==> src/rtl/causal_conv_pkg.sv <==
// Shared sizing and saturation helpers for the causal dilated convolution.
// Latency: none (functions and constants only).
// Backpressure: not applicable.
package causal_conv_pkg;

    // Width of the coefficient tap index port.
    localparam int H_INDEX_W = 4;

    // The accumulator needs enough headroom that the full sum of products cannot wrap.
    function automatic int acc_width(input int data_w, input int coef_w, input int kernel_size);
        return data_w + coef_w + $clog2(kernel_size);
    endfunction

    function automatic logic signed [63:0] sat_max(input int data_w);
        return (64'sd1 <<< (data_w - 1)) - 64'sd1;
    endfunction

    function automatic logic signed [63:0] sat_min(input int data_w);
        return -(64'sd1 <<< (data_w - 1));
    endfunction

    // The caller keeps the low data_w bits of the result.
    function automatic logic signed [63:0] saturate(input logic signed [63:0] acc, input int data_w);
        if (acc >= sat_max(data_w))
            return sat_max(data_w);
        else if (acc <= sat_min(data_w))
            return sat_min(data_w);
        else
            return acc;
    endfunction

    // A value equal to a rail is representable, so it does not count as clipped.
    function automatic logic is_clipped(input logic signed [63:0] acc, input int data_w);
        return (acc > sat_max(data_w)) || (acc < sat_min(data_w));
    endfunction

endpackage

==> src/rtl/conv_delay_line.sv <==
// Sample history shift register; taps[0] is din itself, taps[k] is the sample k*DILATION shifts ago.
// Latency: taps[0] combinational, history advances one position per shift.
// Backpressure: none; shifts only when shift is high, clear zeroes the line.
// Ports: clk/reset (async, active-high), shift, clear (sync), din, taps.
module conv_delay_line #(
    parameter int DATA_W      = 8,
    parameter int KERNEL_SIZE = 3,
    parameter int DILATION    = 2
) (
    input  logic                               clk,
    input  logic                               reset,
    input  logic                               shift,
    input  logic                               clear,
    input  logic [DATA_W-1:0]                  din,
    output logic [KERNEL_SIZE-1:0][DATA_W-1:0] taps
);

    localparam int LEN      = (KERNEL_SIZE - 1) * DILATION;
    // A one-tap kernel has no history; keep a single dummy stage so the array is never empty.
    localparam int LINE_LEN = (LEN > 0) ? LEN : 1;

    logic [LINE_LEN-1:0][DATA_W-1:0] line;

    always_ff @(posedge clk or posedge reset) begin
        if (reset) begin
            line <= '0;
        end else if (clear) begin
            line <= '0;
        end else if (shift) begin
            line[0] <= din;
            for (int i = 1; i < LINE_LEN; i++)
                line[i] <= line[i-1];
        end
    end

    assign taps[0] = din;

    for (genvar k = 1; k < KERNEL_SIZE; k++) begin : g_tap
        assign taps[k] = line[k*DILATION-1];
    end

endmodule

==> src/rtl/causal_dilated_conv.sv <==
// Streaming causal dilated FIR: y[n] = sat((sum h[k]*x[n-k*DILATION]) >>> FRAC_SHIFT).
// Latency: 1 cycle from accept to out_valid; full throughput under continuous flow.
// Backpressure: in_ready = !clear && (!out_valid || out_ready); y is held during a stall.
// Ports: clk, reset (async, active-high), clear (sync flush), in_valid/in_ready/x,
//        out_valid/out_ready/y, h_write/h_index/h_value (coefficient writes).
// Optional: define SAT_FLAG_EN to add sat_flag, registered with y, high when y was clipped.
module causal_dilated_conv
    import causal_conv_pkg::*;
#(
    parameter int DATA_W      = 8,
    parameter int COEF_W      = 8,
    parameter int KERNEL_SIZE = 3,
    parameter int DILATION    = 2,
    parameter int FRAC_SHIFT  = 0
) (
    input  logic                 clk,
    input  logic                 reset,
    input  logic                 clear,
    input  logic                 in_valid,
    output logic                 in_ready,
    input  logic [DATA_W-1:0]    x,
    output logic                 out_valid,
    input  logic                 out_ready,
    output logic [DATA_W-1:0]    y,
`ifdef SAT_FLAG_EN
    output logic                 sat_flag,
`endif
    input  logic                 h_write,
    input  logic [H_INDEX_W-1:0] h_index,
    input  logic [COEF_W-1:0]    h_value
);

    localparam int ACC_W  = acc_width(DATA_W, COEF_W, KERNEL_SIZE);
    localparam int PROD_W = DATA_W + COEF_W;

    logic                               accept;
    logic [KERNEL_SIZE-1:0][DATA_W-1:0] taps;
    logic [KERNEL_SIZE-1:0][COEF_W-1:0] h;
    logic signed [PROD_W-1:0]           prod;
    logic signed [ACC_W-1:0]            acc;
    logic signed [ACC_W-1:0]            acc_sh;
    logic signed [63:0]                 acc_wide;
    logic [DATA_W-1:0]                  y_next;

    assign in_ready = !clear && (!out_valid || out_ready);
    assign accept   = in_valid && in_ready;

    conv_delay_line #(
        .DATA_W      (DATA_W),
        .KERNEL_SIZE (KERNEL_SIZE),
        .DILATION    (DILATION)
    ) u_delay (
        .clk   (clk),
        .reset (reset),
        .shift (accept),
        .clear (clear),
        .din   (x),
        .taps  (taps)
    );

    // Coefficients are registers, so an accept in the same cycle as a write sees the old value.
    // Out-of-range indices match no tap and are dropped.
    always_ff @(posedge clk or posedge reset) begin
        if (reset) begin
            for (int k = 0; k < KERNEL_SIZE; k++)
                h[k] <= COEF_W'(k + 1);
        end else if (h_write) begin
            for (int k = 0; k < KERNEL_SIZE; k++)
                if (h_index == H_INDEX_W'(k))
                    h[k] <= h_value;
        end
    end

    always_comb begin
        acc  = '0;
        prod = '0;
        for (int k = 0; k < KERNEL_SIZE; k++) begin
            prod = PROD_W'($signed(taps[k])) * PROD_W'($signed(h[k]));
            acc  = acc + ACC_W'(prod);
        end
        acc_sh   = acc >>> FRAC_SHIFT;
        acc_wide = 64'(acc_sh);
        y_next   = DATA_W'(saturate(acc_wide, DATA_W));
    end

    always_ff @(posedge clk or posedge reset) begin
        if (reset) begin
            y         <= '0;
            out_valid <= 1'b0;
        end else if (clear) begin
            y         <= '0;
            out_valid <= 1'b0;
        end else if (accept) begin
            y         <= y_next;
            out_valid <= 1'b1;
        end else if (out_ready) begin
            out_valid <= 1'b0;
        end
    end

`ifdef SAT_FLAG_EN
    always_ff @(posedge clk or posedge reset) begin
        if (reset)
            sat_flag <= 1'b0;
        else if (clear)
            sat_flag <= 1'b0;
        else if (accept)
            sat_flag <= is_clipped(acc_wide, DATA_W);
    end
`endif

endmodule

==> config.mk <==
export PLATFORM = sky130hd
export DESIGN_NAME = causal_dilated_conv
export DESIGN_NICKNAME = d
export VERILOG_FILES = /design/src/rtl/causal_conv_pkg.sv /design/src/rtl/conv_delay_line.sv /design/src/rtl/causal_dilated_conv.sv
export SDC_FILE = /design/constraint.sdc
export NUM_CORES = 1
export LEC_CHECK = 0
export BUFFER_PORTS_ARGS = -buffer_cell sky130_fd_sc_hd__buf_2
export CAP_MARGIN = 5
export CORE_ASPECT_RATIO = 1.25
export CORE_MARGIN = 2
export CORE_UTILIZATION = 30
export CTS_BUF_LIST = sky130_fd_sc_hd__clkbuf_4 sky130_fd_sc_hd__clkbuf_8
export DETAILED_ROUTE_END_ITERATION = 12
export GPL_TIMING_DRIVEN = 0
export HOLD_SLACK_MARGIN = 0.03
export SKIP_LAST_GASP = 1
export SYNTH_ARGS = -nofsm -noshare
export SYNTH_HDL_FRONTEND = slang
export SYNTH_SLANG_ARGS = --single-unit
==> constraint.sdc <==
create_clock -name clk -period 19.09 [get_ports clk]
set_input_delay 0 -clock clk [delete_from_list [all_inputs] [get_ports clk]]
set_output_delay 0 -clock clk [all_outputs]
set_load 0.02 [all_outputs]
==> results of run 1 <==
-- cell usage after synthesis (3+ instances only) --
| cell type | count |
|---|---|
| inv_1 | 263 |
| fa_1 | 234 |
| nand2_1 | 133 |
| and2_1 | 108 |
| ha_1 | 73 |
| dfrtp_1 | 61 |
| nand3b_1 | 35 |
| nor2_1 | 28 |
| clkbuf_1 | 26 |
| mux2_2 | 24 |
| xnor2_1 | 12 |
| o21ai_0 | 11 |
| nand2b_1 | 9 |
| a221o_1 | 8 |
| nor3_1 | 7 |
| a21oi_1 | 6 |
| o21a_1 | 5 |
| a211oi_1 | 4 |
| dfstp_2 | 4 |
| nor4_1 | 4 |
| xor2_1 | 4 |
| nor2b_1 | 3 |
| o211a_1 | 3 |
| o31a_1 | 3 |
-- stage by stage --
| stage | cell area, µm² | util (%) | hold WS, ps | std cells |
|---|---|---|---|---|
| 3_3_place_gp | 11800 | 32.5 | 272 | 1617 |
| 6_report | 12200 | 33.6 | 63.8 | 1649 |
| 5_1_grt | 12200 | 33.6 | 65.4 | 1649 |
| 3_5_place_dp | 11800 | 32.5 | 235 | 1617 |
| 2_1_floorplan | 11000 | - | 91.5 | 1105 |
| 4_1_cts | 12200 | 33.6 | 36.3 | 1649 |
-- cell usage in the layout (no fill, tap or decap), types with 3 or more instances in the layout --
cell / instances
inv_1: 262
fa_1: 234
nand2_1: 133
and2_1: 108
ha_1: 73
dfrtp_1: 61
nand3b_1: 35
buf_2: 32
nor2_1: 28
clkbuf_1: 26
mux2_2: 24
dlygate4sd3_1: 16
xnor2_1: 12
o21ai_0: 11
clkbuf_8: 11
nand2b_1: 9
a221o_1: 8
nor3_1: 6
a21oi_1: 6
o21a_1: 5
a211oi_1: 4
nor4_1: 4
xor2_1: 4
dfstp_2: 4
nor2b_1: 3
o211a_1: 3
o31a_1: 3
-- state kept, by name (all words and copies together), names as in the netlist --
register	count
h	24
out_valid	1
u_delay.line	16
u_delay.taps	16
y	8
-- metal layers --
layer | up-vias | GRT usage (%)
li1 | 3445 | -
met1 | 3899 | 16.5
met2 | 164 | 25.4
met3 | 49 | 1.36
met4 | 6 | 7.30
met5 | - | 0
-- final cells by class --
cell class	count	area share, %
Buffer	28	0.924
Clock buffer	11	1.24
Clock inverter	5	0.493
Inverter	264	8.15
Multi-Input combinational cell	748	68.2
Sequential cell	65	13.4
Tap cell	480	4.93
Timing Repair Buffer	48	2.63
-- worst reg2reg max path: cells and delay by family (launching register included) --
kind,cells,cell delay (ps)
multiplexers,1,400
buffers and inverters,6,620
AO/OA/AOI/OAI,5,1420
adder cells (fa/ha/maj),8,4110
flip-flops,1,360
AND/OR/NAND/NOR,2,550
-- worst paths after layout --
path	from	endpoint	slack [ps]	depth (start not counted)
worst max-delay path	u_delay.taps[23]	y[0]	11530	22
worst min-delay path	h_index[0]	h[7]	60	4
worst max register to register	u_delay.taps[23]	y[0]	11530	22
worst min register to register	u_delay.line[7]	u_delay.taps[15]	470	2
max in group asynchronous	reset	y[1]	18190	3
min in group asynchronous	reset	u_delay.line[16]	350	3
-- kinds of logic after synthesis --
| group | after synthesis | share of synthesized area [%] |
|---|---|---|
| AND/OR/NAND/NOR | 340 | 16.1 |
| adder cells (fa/ha/maj) | 307 | 50.7 |
| buffers and inverters | 292 | 9.99 |
| flip-flops | 65 | 14.8 |
| AO/OA/AOI/OAI | 59 | 4.30 |
| multiplexers | 24 | 2.45 |
| XOR/XNOR | 18 | 1.68 |
==> impl_metrics.json, run 1 <==
{
  "end_kind": "register",
  "cp_common_cell": "fa_1",
  "worstPathArrival_ps": 7800,
  "cpPeakStageDelay_ps": 720,
  "critical_path.top_delay_family": "adder cells",
  "synth_top_cell_by_area": "fa_1",
  "status": "finished, final reports clean",
  "synth_area_leaders": "fa_1 (42%), dfrtp_1 (14%), inv_1 (8.9%), ha_1 (8.3%), and2_1 (6.1%)",
  "path_max_fanout": 9,
  "finalCritPeriodShare_pct": 39.6,
  "grt_antenna_before_repair": 3,
  "yosys_most_used_dff": "dfrtp_1",
  "fillers": 3783,
  "worstHoldPathType": "input pin to register",
  "cts_tree": "done",
  "seq_area_mm2": 0.00163,
  "fin_tns_setup_ps": 0,
  "wl_met2_um": 13700,
  "ant_nets": 0,
  "clock_latency_ps": 370,
  "drv_cap": 0,
  "pre_cts_ws_ps": 11570,
  "cts-root-buf": "clkbuf_8",
  "hold_violations": 0,
  "cp_cell_sequence": "clkbuf_1, nand2_1, inv_1, fa_1, inv_1, fa_1, inv_1, fa_1, fa_1, fa_1, fa_1, inv_1, fa_1, inv_1, ha_1, o21ai_0, a211oi_1, mux2_2, o311a_1, nor4_2, a41oi_2, a221o_1",
  "globalplace.congestion": 0.812,
  "drt-initial-drc-count": 351,
  "via_per_inst": 4.59,
  "boundaryPins": 36,
  "syn_area_mm2": 0.0110,
  "timing.critical_path.buf_inv": 6,
  "grt_start_max_net_pins": 66,
  "drv_slew": 0,
  "final_nets": 1497,
  "chipWidth_um": 176,
  "post_cts_buffers": 0,
  "fin_skew_ps": 13.1,
  "tightestPinTransition_ps": 871,
  "grt_pass1_vias": 8053,
  "rsz0062_at_grt": "false",
  "multi_input_area_mm2": 0.00832,
  "grt_pass1_wl_um": 41800,
  "die-area_mm2": 0.0384,
  "synth_area_per_cell_um2": 10.0,
  "post-route-min-period_ps": 7560,
  "syn_nets": 1438,
  "cts_made_buffers": 9,
  "maxSlewHeadroom_pct": 41.6,
  "grt_overflow": 0,
  "port_buffers": 32,
  "worst_slack_ps": 11530,
  "cts_resized": 0,
  "path_class": "register to register",
  "synth_edf_count": 0,
  "cts_hold_buf": 16,
  "initial_core_util_pct": 30.4,
  "detail_route.wirelength_um": 25400,
  "coreArea_mm2": 0.0363,
  "fp-row-count": 78,
  "synth_seq_cells": 65,
  "clock.fmax_mhz": 132,
  "detailed_place_hpwl_um": 21500,
  "ctsLongestPathBuffers": 2,
  "htreeDepth": 3,
  "wl_met3_um": 793,
  "ys_seq_area_share_pct": 14.8,
  "synthArstFlopShare_pct": 100,
  "syn_to_final_growth_pct": 10.3,
  "drc_errors": 0,
  "dr.max_layer_used": "met5",
  "num_vias": 7563,
  "synth_top_area_share_pct": 42.4,
  "finalSetupViolCount": 0,
  "layout-drive-gt1-share_pct": 7.44,
  "die_y_um": 219,
  "numClockSinks": 65,
  "critPathLaunchType": "register",
  "n_antenna_cell": 0,
  "ys_warn_count": 0,
  "synth_cell_types": 52,
  "cp.required_ps": 19340,
  "wl_met1_um": 9630,
  "routedWlPerCell_um": 15.4,
  "clkTransAtPathRegs_ps": 80,
  "cp_slowest_cell": "fa_1",
  "firstDrtPassIters": 5,
  "grt_usage_pct": 14.1,
  "synth_cells": 1105
}
Power of run 1 is left out: the tool's default activity adds up to more than one toggle a clock period on the data nets, which glitch-free logic cannot reach.
==> inputs of run 2 (changes only) <==
- ABC_AREA: default -> 1
- clock period: 19.09 -> 6.5 ns (I/O delays scaled with it)
==> impl_metrics.json, run 2 <==
{
  "layout-drive-gt1-share_pct": 17.2,
  "hold_violations": 0,
  "grt_pass1_wl_um": 44300,
  "fin_tns_setup_ps": 0,
  "layout_common_cells": "inv_1 (418), nand2_1 (271), fa_1 (226)",
  "path_class": "register to register",
  "coreArea_mm2": 0.0370,
  "maxSlewHeadroom_pct": 44.6,
  "drv_cap": 0,
  "end_kind": "register",
  "drc_errors": 0,
  "synth.most_common_cell": "inv_1",
  "synth_area_per_cell_um2": 8.31,
  "detail_route.wirelength_um": 27800,
  "clkTransAtPathRegs_ps": 80,
  "crit-reg2reg-launch": "h[0]",
  "initial_core_util_pct": 30.3,
  "status": "finished, final reports clean",
  "finalSetupViolCount": 0,
  "largest-register": "h",
  "chipWidth_um": 177,
  "cp.required_ps": 6770,
  "r2r_slack_ps": 110,
  "routedWlPerCell_um": 14.6,
  "yosys_most_used_dff": "dfrtp_1",
  "grt_pass1_vias": 8674,
  "largest_reg_flops": 24,
  "synth_edf_count": 0,
  "syn_area_mm2": 0.0112,
  "grt_usage_pct": 14.7,
  "dp_cells": 1860,
  "fp-row-count": 79,
  "num_vias": 8379,
  "cp-endpoint": "y[4]",
  "numClockSinks": 65,
  "ctsLongestPathBuffers": 2,
  "reg2regPathDepth": 25,
  "ant_nets": 0,
  "cts_made_buffers": 9,
  "clock_latency_ps": 370,
  "grt_start_max_net_pins": 66,
  "synth_top_area_share_pct": 41.8,
  "boundaryPins": 36,
  "final_common_cell": "inv_1",
  "port_buffers": 27,
  "critPathLaunch": "h[0]",
  "drt-initial-drc-count": 467,
  "fin_skew_ps": 8.64,
  "synth_top_cell_by_area": "fa_1",
  "fillers": 3849,
  "path_max_fanout": 7,
  "synth_seq_cells": 65,
  "die_y_um": 220,
  "post-route-min-period_ps": 6390,
  "worstPathArrival_ps": 6660,
  "detailed_place_hpwl_um": 22800,
  "clock.fmax_mhz": 156,
  "drv_slew": 0,
  "final_nets": 1736,
  "ys_seq_area_share_pct": 14.6,
  "rsz0062_at_grt": "true",
  "via_per_inst": 4.42,
  "hold_ws_ps": 168,
  "tightestPinTransition_ps": 831,
  "grt_overflow": 0,
  "globalplace.congestion": 0.862,
  "die-area_mm2": 0.0389,
  "r2r-end": "y[4]",
  "finalCritPeriodShare_pct": 98.4,
  "cts-root-buf": "clkbuf_8",
  "critPathLaunchType": "register",
  "cts_tree": "done",
  "synth_cell_types": 28,
  "worstHoldPathType": "input pin to register",
  "ys_warn_count": 0,
  "synth_area_leaders": "fa_1 (42%), inv_1 (15%), dfrtp_1 (14%), nand2_1 (11%), ha_1 (8.2%)",
  "synth_common_cells": "inv_1 (439), nand2_1 (315), fa_1 (234), ha_1 (73), dfrtp_1 (61)",
  "grt_antenna_before_repair": 2,
  "synth_cells": 1347,
  "syn_to_final_growth_pct": 16.4,
  "syn_nets": 1680,
  "firstDrtPassIters": 6,
  "htreeDepth": 3,
  "synthArstFlopShare_pct": 100,
  "stdcell_count": 1896
}
==> run 2: through the flow <==
step / area, µm² / utilization, % / setup WS [ps]
final: 13000 / 35.2 / 107
after global routing: 13000 / 35.2 / -121
after CTS: 12300 / 33.3 / 5.99
after detailed placement: 11900 / 32.3 / -655
after global placement: 11900 / 32.3 / -532
after floorplan: 11200 / - / 318
==> run 2: layout make-up <==
class / count / area (µm²) / area share [%]
clock inverter: 6 / 65.1 / 0.499
inverter: 445 / 1700 / 13.0
multi-input combinational: 781 / 8170 / 62.7
buffer: 19 / 75.1 / 0.576
clock buffer: 10 / 138 / 1.06
sequential: 65 / 1660 / 12.8
tap: 486 / 608 / 4.67
antenna: 2 / 5.00 / 0.0384
timing repair buffer: 82 / 609 / 4.68
==> run 2: per-layer routing <==
metal	share of wire [%]	wire (µm)	track usage, %	vias to the layer above
met5	0	0	0	-
met4	5.2	1450	7.19	0
met3	5.0	1390	2.09	59
met2	53	14700	26.1	207
met1	37	10200	17.4	4226
li1	-	-	-	3887
==> run 2: worst max-delay path: stages (launching register included) <==
cell and delay, ps:
dfstp_2 610, nand2_2 90, inv_2 110, fa_2 520, fa_1 570, inv_2 40
fa_2 520, fa_1 440, inv_2 80, fa_2 450, fa_1 520, fa_1 610
ha_4 260, nand2_4 80, nand2_4 60, a21oi_4 140, nand2_2 90, a21oi_2 200
xor2_2 180, nand2_1 90, nor3_2 200, nand3_2 150, nand2_8 130, nand2_1 60
nand2_1 60, nand2_1 50
==> run 2: cell families (layout without fill, tap and decap cells) <==
logic type	Yosys count	count (layout)	synth area share (%)
flops	65	65	14.6
buf+inv	501	562	16.8
compound gates	72	72	3.68
xor+xnor	14	14	1.10
fa+ha+maj	307	307	50.0
other cells	0	2	0
simple gates	388	388	13.8
==> run 2: worst min-delay path by stage <==
| stage | from | slack [ps] | endpoint | depth (start not counted) |
|---|---|---|---|---|
| 6_report | h_write | 170 | h[13] | 4 |
| 5_1_grt | out_ready | 210 | y[7] | 7 |
| 4_1_cts | out_ready | 160 | y[7] | 7 |
| 3_5_place_dp | clear | 210 | out_valid | 2 |
| 3_3_place_gp | clear | 200 | out_valid | 2 |
| 2_1_floorplan | clear | 70 | out_valid | 1 |
==> run 2: timing repair <==
action / CTS / global route
setup buffers: 10 / 33
resized for setup: 20 / 149
setup endpoints to repair: 8 / 8
pin swaps: 4 / 107
hold buffers: 12 / 0
hold endpoints to repair: 87 / 0
Power of run 2 is left out for the same reason.
==> inputs of run 3 (changes only) <==
- SETUP_SLACK_MARGIN: default -> 0.5
==> impl_metrics.json, run 3 (same netlist as run 2, synthesis figures left out) <==
{
  "drv_cap": 0,
  "globalplace.congestion": 0.867,
  "grt_pass1_vias": 8866,
  "drt-initial-drc-count": 464,
  "largest_reg_flops": 24,
  "boundaryPins": 36,
  "largest-register": "h",
  "chipWidth_um": 177,
  "grt_start_max_net_pins": 66,
  "port_buffers": 27,
  "cp.required_ps": 6770,
  "numClockSinks": 65,
  "drv_slew": 0,
  "detail_route.wirelength_um": 27500,
  "cp_common_cell": "fa_1",
  "routedWlPerCell_um": 14.3,
  "clock_latency_ps": 380,
  "via_per_inst": 4.31,
  "cts-root-buf": "clkbuf_8",
  "n_antenna_cell": 0,
  "hold_violations": 0,
  "end_kind": "register",
  "path_class": "register to register",
  "finalSetupViolCount": 0,
  "maxSlewHeadroom_pct": 43.4,
  "grt_pass1_wl_um": 45100,
  "finalCritPeriodShare_pct": 96.5,
  "initial_core_util_pct": 30.3,
  "final_nets": 1768,
  "num_vias": 8305,
  "drc_errors": 0,
  "die_y_um": 220,
  "die-area_mm2": 0.0389,
  "worstHoldPathType": "input pin to register",
  "layout_common_cells": "inv_1 (423), nand2_1 (284), fa_1 (220)",
  "fp-row-count": 79,
  "fin_skew_ps": 9.76,
  "ctsLongestPathBuffers": 2,
  "layout-drive-gt1-share_pct": 16.3,
  "grt_overflow": 0,
  "detailed_place_hpwl_um": 22600,
  "firstDrtPassIters": 5,
  "critPathLaunchType": "register",
  "clkTransAtPathRegs_ps": 80,
  "clock.fmax_mhz": 159,
  "final_common_cell": "inv_1",
  "cpPeakStageDelay_ps": 560,
  "ant_nets": 0,
  "htreeDepth": 3,
  "place_area_mm2": 0.0120,
  "cts_made_buffers": 9,
  "status": "finished, final reports clean",
  "rsz0062_at_grt": "true",
  "cp_slowest_cell": "fa_2",
  "worstPathArrival_ps": 6550,
  "cts_tree": "done",
  "grt_usage_pct": 15.0,
  "post-route-min-period_ps": 6280,
  "tightestPinTransition_ps": 849,
  "syn_to_final_growth_pct": 18.5,
  "grt_antenna_before_repair": 1,
  "fillers": 3824,
  "coreArea_mm2": 0.0370,
  "final_cell_area_mm2": 0.0133,
  "path_max_fanout": 7
}
## run 3: cell types whose count changed in the layout (fill, tap and decap cells not counted), sizes merged
| cell | previous run | this run |
|---|---|---|
| inv | 443 | 444 |
| diode | 2 | 0 |
| clkbuf | 26 | 56 |
| clkinv | 3 | 1 |
| buf | 73 | 77 |
| clkinvlp | 4 | 3 |
## run 3: worst max-delay path, delay by kind of cell (launching register included)
kind                     cells  cell delay [ps]
flip-flops                   1              390
AND/OR/NAND/NOR             10              910
adder cells (fa/ha/maj)      8             3780
AO/OA/AOI/OAI                2              310
XOR/XNOR                     1              220
buffers and inverters        5              550
## run 3: what timing repair did
item / 4_1_cts / 5_1_grt
endpoints found under the setup margin: 8 / 8
gates cloned: 0 / 0
buffers inserted: 28 / 10
hold buffers: 12 / 0
resized for setup: 137 / 64
pin swaps: 71 / 76
endpoints found under the hold margin: 87 / 0
## run 3: final timing paths
| kind | startpoint | end | slack [ps] | cells after the start |
|---|---|---|---|---|
| setup / recovery | u_delay.taps[15] | y[0] | 220 | 26 |
| hold / removal | out_ready | y[7] | 170 | 7 |
| setup reg to reg | u_delay.taps[15] | y[0] | 220 | 26 |
| max in group asynchronous | reset | u_delay.line[16] | 5600 | 3 |
| min in group asynchronous | reset | u_delay.line[4] | 360 | 3 |
| hold reg to reg | y[1] | y[1] | 480 | 2 |
## run 3: per-stage QoR
stage	std cells	setup TNS (ps)	hold slack (ps)	setup WS [ps]	util [%]
after global routing	1926	-401	203	-60.2	35.9
final	1926	0	169	225	35.9
after detailed placement	1860	-2530	204	-344	32.3
after CTS	1916	0	155	225	35.2
after floorplan	1347	0	66.4	511	-
after global placement	1860	-2030	200	-281	32.3
## run 3: metal layers
layer / up-vias / global-route usage (%) / routed length, µm
li1: 3956 / - / -
met1: 4128 / 17.6 / 10500
met2: 168 / 26.5 / 14400
met3: 51 / 2.38 / 1180
met4: 2 / 7.58 / 1440
met5: - / 0 / 16
## run 3: area by class of cell
type | instances | area, µm² | share of cell area, %
Clock buffer | 12 | 153 | 1.15
Timing Repair Buffer | 77 | 583 | 4.39
Sequential cell | 65 | 1630 | 12.3
Tap cell | 486 | 608 | 4.58
Buffer | 56 | 379 | 2.86
Clock inverter | 4 | 51.3 | 0.387
Multi-Input combinational cell | 781 | 8180 | 61.6
Inverter | 445 | 1690 | 12.7
Power of run 3 is left out for the same reason.
